$ cat config.mk
export PLATFORM = sky130hd
export DESIGN_NAME = prog_mem_flat
export DESIGN_NICKNAME = d
export VERILOG_FILES = /design/src/rtl/lib_cpu_pkg.sv /design/src/rtl/mem_bus_if.sv /design/src/rtl/prog_loader.sv /design/src/rtl/prog_mem.sv /design/src/flat_wrapper.sv
export SDC_FILE = /design/constraint.sdc
export NUM_CORES = 1
export LEC_CHECK = 0
export CAP_MARGIN = 25
export CELL_PAD_IN_SITES_DETAIL_PLACEMENT = 1
export CELL_PAD_IN_SITES_GLOBAL_PLACEMENT = 2
export CORE_MARGIN = 3
export CORE_UTILIZATION = 45
export CTS_BUF_LIST = sky130_fd_sc_hd__clkbuf_8
export DETAILED_ROUTE_END_ITERATION = 10
export PLACE_DENSITY = 0.81
export RECOVER_POWER = 25
export SYNTH_ARGS = -nofsm -noshare
export SYNTH_HDL_FRONTEND = slang
export SYNTH_SLANG_ARGS = --single-unit
export TNS_END_PERCENT = 5
$ cat constraint.sdc
create_clock -name clk -period 4.6 [get_ports clk]
set_clock_uncertainty 0.05 [all_clocks]
set_input_delay 1.38 -clock clk [delete_from_list [all_inputs] [get_ports clk]]
set_output_delay 1.38 -clock clk [all_outputs]
set_load 0.005 [all_outputs]
$ cat src/rtl/lib_cpu_pkg.sv
// Shared TD4 program-memory types: word count, instruction byte and loader states.
package lib_cpu;
    localparam int PROG_WORDS = 16;
    localparam int PROG_AW    = 4;

    typedef logic [7:0] INSTR;

    typedef enum logic [2:0] {
        IDLE,
        LOAD,
        CKSUM,
        DONE,
        ERROR
    } LOAD_STATE;
endpackage

$ cat src/rtl/mem_bus_if.sv
// Instruction-fetch bus between the TD4 core (master) and program memory (slave).
interface mem_bus_if;
    import lib_cpu::*;

    logic [PROG_AW-1:0] addr;
    INSTR               data;

    modport master (output addr, input data);
    modport slave  (input addr, output data);
endinterface

$ cat src/rtl/prog_loader.sv
// Byte-stream loader FSM for prog_mem: write strobes, handshake and core reset.
// Optional trailing checksum byte when PROG_MEM_CHECKSUM_EN is defined.
module prog_loader
    import lib_cpu::*;
(
    input  logic               clk,
    input  logic               rst_n,
    input  logic               load_start,
    input  logic               load_valid,
    input  INSTR               load_data,
    output logic               load_ready,
    output logic               load_done,
    output logic               load_error,
    output logic               cpu_rst_n,
    output logic               we,
    output logic [PROG_AW-1:0] waddr,
    output INSTR               wdata
);
    LOAD_STATE          state_reg, state_next;
    logic [PROG_AW-1:0] cnt_reg, cnt_next;
    logic               load_done_reg;
    logic               cpu_rst_n_reg;
    logic               accept;
`ifdef PROG_MEM_CHECKSUM_EN
    INSTR               sum_reg, sum_next;
    logic               load_error_reg;
`endif

    assign load_ready = ((state_reg == LOAD) || (state_reg == CKSUM)) && !load_start;
    assign accept     = load_valid && load_ready;

    assign we    = accept && (state_reg == LOAD);
    assign waddr = cnt_reg;
    assign wdata = load_data;

    always_comb begin
        state_next = state_reg;
        cnt_next   = cnt_reg;
`ifdef PROG_MEM_CHECKSUM_EN
        sum_next   = sum_reg;
`endif
        // A start request wins from every state, including mid-load restarts.
        if (load_start) begin
            state_next = LOAD;
            cnt_next   = '0;
`ifdef PROG_MEM_CHECKSUM_EN
            sum_next   = '0;
`endif
        end else if (accept) begin
            if (state_reg == LOAD) begin
                cnt_next = cnt_reg + 1'b1;
`ifdef PROG_MEM_CHECKSUM_EN
                sum_next = sum_reg + load_data;
                if (cnt_reg == PROG_AW'(PROG_WORDS - 1)) state_next = CKSUM;
`else
                if (cnt_reg == PROG_AW'(PROG_WORDS - 1)) state_next = DONE;
`endif
            end
`ifdef PROG_MEM_CHECKSUM_EN
            else begin
                state_next = (INSTR'(sum_reg + load_data) == '0) ? DONE : ERROR;
            end
`endif
        end
    end

    always_ff @(posedge clk) begin
        if (!rst_n) begin
            state_reg      <= IDLE;
            cnt_reg        <= '0;
            load_done_reg  <= 1'b0;
            cpu_rst_n_reg  <= 1'b0;
`ifdef PROG_MEM_CHECKSUM_EN
            sum_reg        <= '0;
            load_error_reg <= 1'b0;
`endif
        end else begin
            state_reg      <= state_next;
            cnt_reg        <= cnt_next;
            load_done_reg  <= (state_next == DONE);
            cpu_rst_n_reg  <= (state_next == IDLE) || (state_next == DONE);
`ifdef PROG_MEM_CHECKSUM_EN
            sum_reg        <= sum_next;
            load_error_reg <= (state_next == ERROR);
`endif
        end
    end

    assign load_done = load_done_reg;
    assign cpu_rst_n = cpu_rst_n_reg;
`ifdef PROG_MEM_CHECKSUM_EN
    assign load_error = load_error_reg;
`else
    assign load_error = 1'b0;
`endif
endmodule

$ cat src/rtl/prog_mem.sv
// TD4 program memory: 16 x 8 store with combinational fetch and a run-time loader.
// Define PROG_MEM_CHECKSUM_EN to require a trailing checksum byte per load.
module prog_mem
    import lib_cpu::*;
#(
    parameter int WORDS = PROG_WORDS
)
(
    input  logic      clk,
    input  logic      rst_n,
    mem_bus_if.slave  mem_bus,
    input  logic      load_start,
    input  logic      load_valid,
    input  INSTR      load_data,
    output logic      load_ready,
    output logic      load_done,
    output logic      load_error,
    output logic      cpu_rst_n
);
    INSTR               mem [WORDS];
    logic               we;
    logic [PROG_AW-1:0] waddr;
    INSTR               wdata;

    prog_loader u_loader (
        .clk        (clk),
        .rst_n      (rst_n),
        .load_start (load_start),
        .load_valid (load_valid),
        .load_data  (load_data),
        .load_ready (load_ready),
        .load_done  (load_done),
        .load_error (load_error),
        .cpu_rst_n  (cpu_rst_n),
        .we         (we),
        .waddr      (waddr),
        .wdata      (wdata)
    );

    // Cleared on reset so a reset mid-load never leaves a half-written program.
    always_ff @(posedge clk) begin
        if (!rst_n) begin
            for (int i = 0; i < WORDS; i++) mem[i] <= '0;
        end else if (we) begin
            mem[waddr] <= wdata;
        end
    end

    assign mem_bus.data = mem[mem_bus.addr];
endmodule

$ cat src/flat_wrapper.sv
// flat-port wrapper written by rule: the top's interface ports become plain ports
module prog_mem_flat import lib_cpu::*;
#(
    parameter int WORDS = PROG_WORDS
)
  (clk, rst_n, load_start, load_valid, load_data, load_ready, load_done, load_error, cpu_rst_n, mem_bus_addr, mem_bus_data);
  mem_bus_if mem_bus_i ();
  input  logic clk;
  input  logic rst_n;
  input  logic load_start;
  input  logic load_valid;
  input  INSTR load_data;
  output logic load_ready;
  output logic load_done;
  output logic load_error;
  output logic cpu_rst_n;
  input wire logic [$bits(mem_bus_i.addr)-1:0] mem_bus_addr;
  output wire logic [$bits(mem_bus_i.data)-1:0] mem_bus_data;
  assign mem_bus_i.addr = mem_bus_addr;
  assign mem_bus_data = mem_bus_i.data;
  prog_mem #(.WORDS(WORDS)) u_core (.clk(clk), .rst_n(rst_n), .mem_bus(mem_bus_i), .load_start(load_start), .load_valid(load_valid), .load_data(load_data), .load_ready(load_ready), .load_done(load_done), .load_error(load_error), .cpu_rst_n(cpu_rst_n));
endmodule
After elaboration in Yosys (flattened, before gate mapping)
Memory sizes are Yosys's and may differ from the RTL's.
Index checks and enable logic that the tools add are counted.

word-level totals
  memories kept = 1
  register bits after elaboration = 9
  word-level logic and storage cells = 32
  input port bits = 16
  RAM bits = 128

memory list
  memory      words  width  read ports  clocked after memory_dff  write ports  line            source
  u_core.mem  16     8      1           0                         16           prog_mem.sv:20  INSTR mem [WORDS];

cells by class
  add/subtract/negate cells = 1
  mux-type cells = 11
  equality and inequality tests = 4
  bitwise operators = 1
  reduce and logical (&&, ||, !) cells = 10

operator list
  kind                                                                    number
  3-bit two-way mux                                                       4
  8-bit two-way mux                                                       1
  8-bit OR reduction                                                      1
  3-bit by 2-bit equality test with 1-bit output (second input constant)  2
  1-bit two-way mux                                                       5
  4-bit by 1-bit adder with 4-bit output (second input constant)          1
  4-bit equality test (second input constant)                             1
  4-bit two-way mux                                                       1
  3-bit by 1-bit equality test with 1-bit output (second input constant)  1
  1-bit logical AND                                                       3
  3-bit zero test                                                         1
  1-bit logical OR                                                        2
  2-bit AND reduction                                                     1
  2-bit OR reduction                                                      1
  1-bit zero test                                                         1
  1-bit NOT                                                               1

Depth between registers and ports, before layout
  word-level depth = 10
  depth in mapped cells = 5
  gate-level depth less buffers = 4

Cells and area by module
A second synthesis with hierarchy kept.

unflattened totals
  cell total of the unflattened synthesis = 427
  area total of the unflattened synthesis = 6388.6 um^2

modules (own cells, without submodules)
  module       area each (um^2)  cells each  instances
  prog_mem     5933.2            375         1
  prog_loader  455.4             52          1

Worst setup path before layout
No wires, ideal clock.

  path kind = input port to output port
  from = input port mem_bus_addr[0]
  to = output port mem_bus_data[1]
  path buffers = 2
  cell stages on the path = 5
  arrival time = 2680 ps
  path slack = 490 ps
  cell sequence = clkbuf_1 > buf_2 > mux4_2 > a22oi_1 > nand2_1

on the way
  longest elaborated chain between the ends = 1

ends and longest elaborated chain
  what               line                source
  start, declared    flat_wrapper.sv:17  input wire logic [$bits(mem_bus_i.addr)-1:0] mem_bus_addr;
  memory 16 x 8 bit  n/a
  end, declared      flat_wrapper.sv:18  output wire logic [$bits(mem_bus_i.data)-1:0] mem_bus_data;

No other way between the ends.

Final worst setup path
  from = input port mem_bus_addr[0]
  to = output port mem_bus_data[0]

The elaborated chain is that of the path after synthesis.

==> impl_metrics.tcl <==
set metrics [dict create \
    outcome "finished, final reports clean" \
    antenna_found_initial 0 \
    grt_usage_pct 24.8 \
    synth_cell_types 31 \
    dp_slack_ps -185 \
    dieHeight_um 122 \
    ys.flop_type "edfxtp_1" \
    hold_ws_ps 464 \
    rsz0062_at_grt "no" \
    drc 0 \
    synth_cells 454 \
    cp-start-kind "primary input" \
    required_ps 3170 \
    tightest_slew_ps 820 \
    crit_path_max_incr_delay_ps 540 \
    dp_hpwl_um 12500 \
    ys_ff_latch 137 \
    fin_cells 698 \
    cts_tree "done" \
    async_flop_share_pct 0 \
    setup_ws_ps 104 \
    clock_sinks 137 \
    setup_violations 0 \
    ant_nets 0 \
    cts_root_buf "clkbuf_8" \
    p_per_area_nw_per_um2 373 \
    fin_crit_sh_pct 97.7 \
    fmax_mhz 222 \
    seq_area_frac_synth_pct 66.3 \
    drt-vias-per-instance 5.80 \
    drt-total-wl_um 17000 \
    cts.repair.resized 5 \
    drt_pass1_iterations 4 \
    clk_latency_ps 450 \
    final_net_count 533 \
    via_count 4051 \
    n_antenna_cell 0 \
    clkPwrFrac_pct 39.2 \
    path_buf_inv 3 \
    max-cap-violations 0 \
    grt_pass1_vias 4336 \
    dp.cells 666 \
    clk_pin_slew_ps 70 \
    drt_iter0_drc 366 \
    post_cts_buffers 0 \
    p_int_mw 2.09 \
    start_util_pct 47.1 \
    wl_per_cell_um 24.3 \
    gp_congestion 0.817 \
    endpoint_kind "output pin" \
    p_total_mw 2.70 \
    die_width_um 122 \
    synth_edf_count 128 \
    numCtsBuffers 17 \
    yosysWarningCount 0 \
    grt_max_degree 19 \
    seqPwrFrac_pct 52.5 \
    placed_cell_area_um2 6830 \
    syn-mean-instance-area_um2 13.4 \
    fin_area_um2 7240 \
    p_leak_nw 2.48 \
    path_class "primary input to output pin" \
    coreArea_um2 12900 \
    critPathTopFamily "buffers and inverters" \
    syn_area_um2 6070 \
    grt.overflow.total 0 \
    num_rows 41 \
    numPortBuffers 26 \
    hold_viol_final 0 \
    sw_frac_of_total_pct 22.7 \
    grt_pass1_wl_um 26100 \
    ir_worst_vdd_v 0.000189 \
    finalMaxSlewViolations 0 \
    arrival_ps 3070 \
    dieArea_um2 14900 \
    combPwrFrac_pct 8.3 \
    final_common_cell "nor2_1" \
    hp-class "flop to flop" \
    clockBufferDepth 2 \
    area_delta_synth_final_pct 19.3 \
    worstPathMaxFanout 12 \
    io_pins 28 \
    layout-drive-gt1-share_pct 20.5 \
    mostFrequentLayoutCells "nor2_1 (130), edfxtp_1 (128), nand2_1 (44), buf_4 (33), mux4_2 (32)" \
    htreeDepth 4 \
    crit_chain "clkbuf_4, buf_12, mux4_2, a22oi_2, nand2_1, clkdlybuf4s50_1" \
    p_sw_mw 0.612 \
    finalCriticalPeriod_ps 4500 \
    crit_slowest_cell "mux4_2" \
    largest_reg_flops 128 \
    cts_hold_buffers 0 \
    maxSlewHeadroom_pct 45.4 \
    fin_setup_tns_ps 0 \
    finish.utilization_pct 56.2 \
    syn_nets 474 \
]
[worst paths after layout]
check        cells after the start                                      end  slack [ps]                                     from
min reg2reg                      2  u_core.u_loader.state_reg[2]$_SDFF_PN0_         460  u_core.u_loader.state_reg[2]$_SDFF_PN0_
min                              2  u_core.u_loader.state_reg[2]$_SDFF_PN0_         460  u_core.u_loader.state_reg[2]$_SDFF_PN0_
max                              6                          mem_bus_data[0]         100                          mem_bus_addr[0]
max reg2reg                      5          u_core.mem[14][1]$_SDFFCE_PN0P_        1550  u_core.u_loader.state_reg[0]$_SDFF_PN0_
[tightest hold or removal path, delay by kind of cell, from the launching register on]
| kind | cells | cell delay, ps |
|---|---|---|
| buffers and inverters | 1 | 70 |
| flip-flops | 1 | 360 |
| AND/OR/NAND/NOR | 1 | 40 |
[per-layer routing]
metal / wire length, µm / track usage [%]
met3: 737 / 4.18
met1: 6870 / 30.6
met4: 269 / 8.05
met2: 9100 / 44.3
met5: 0 / 0
[kinds of logic after synthesis]
| family | count (synthesis) | share of synthesized area [%] |
|---|---|---|
| DFF | 137 | 66.3 |
| AOI/OAI and AO/OA | 41 | 4.31 |
| buffers and inverters | 40 | 2.62 |
| adders and majority gates | 4 | 0.825 |
| xor gates and xnor gates | 1 | 0.144 |
| and+or+nand+nor | 198 | 13.8 |
| muxes | 32 | 11.9 |
| other | 1 | 0.0618 |
[power by group through the flow]
| stage | registers, mW | clock network (mW) | logic, mW |
|---|---|---|---|
| floorplan | 1.44 | 0 | 0.111 |
| global placement | 1.44 | 0 | 0.218 |
| detailed placement | 1.44 | 0 | 0.224 |
| CTS | 1.42 | 1.06 | 0.227 |
| global route | 1.42 | 1.13 | 0.239 |
| finish | 1.42 | 1.06 | 0.225 |
[final cells by class]
type,instances,area [µm²]
well taps,172,215
multi-input cells,277,1890
fillers,1282,5640
inverters,10,37.5
flip-flops and latches,137,4020
clock inverters,15,181
clock buffers,17,234
repair buffers,70,658
[cell usage after synthesis (3+ instances only)]
master    number  share of area [%]
a21oi_1        5               0.41
mux4_2        32                 12
buf_1          5               0.31
clkbuf_1      20                1.2
nand3_1        3               0.25
nand4_1        3               0.31
buf_2          4               0.33
inv_1         10               0.62
dfxtp_1        9                3.0
a22oi_1       16                2.0
o21ai_0       14                1.2
nand4_2        5                1.0
nor2b_1        4               0.41
nor2_1       131                8.1
edfxtp_1     128                 63
ha_1           4               0.82
nand2_1       44                2.7
Power figures use the tool's default switching activity.
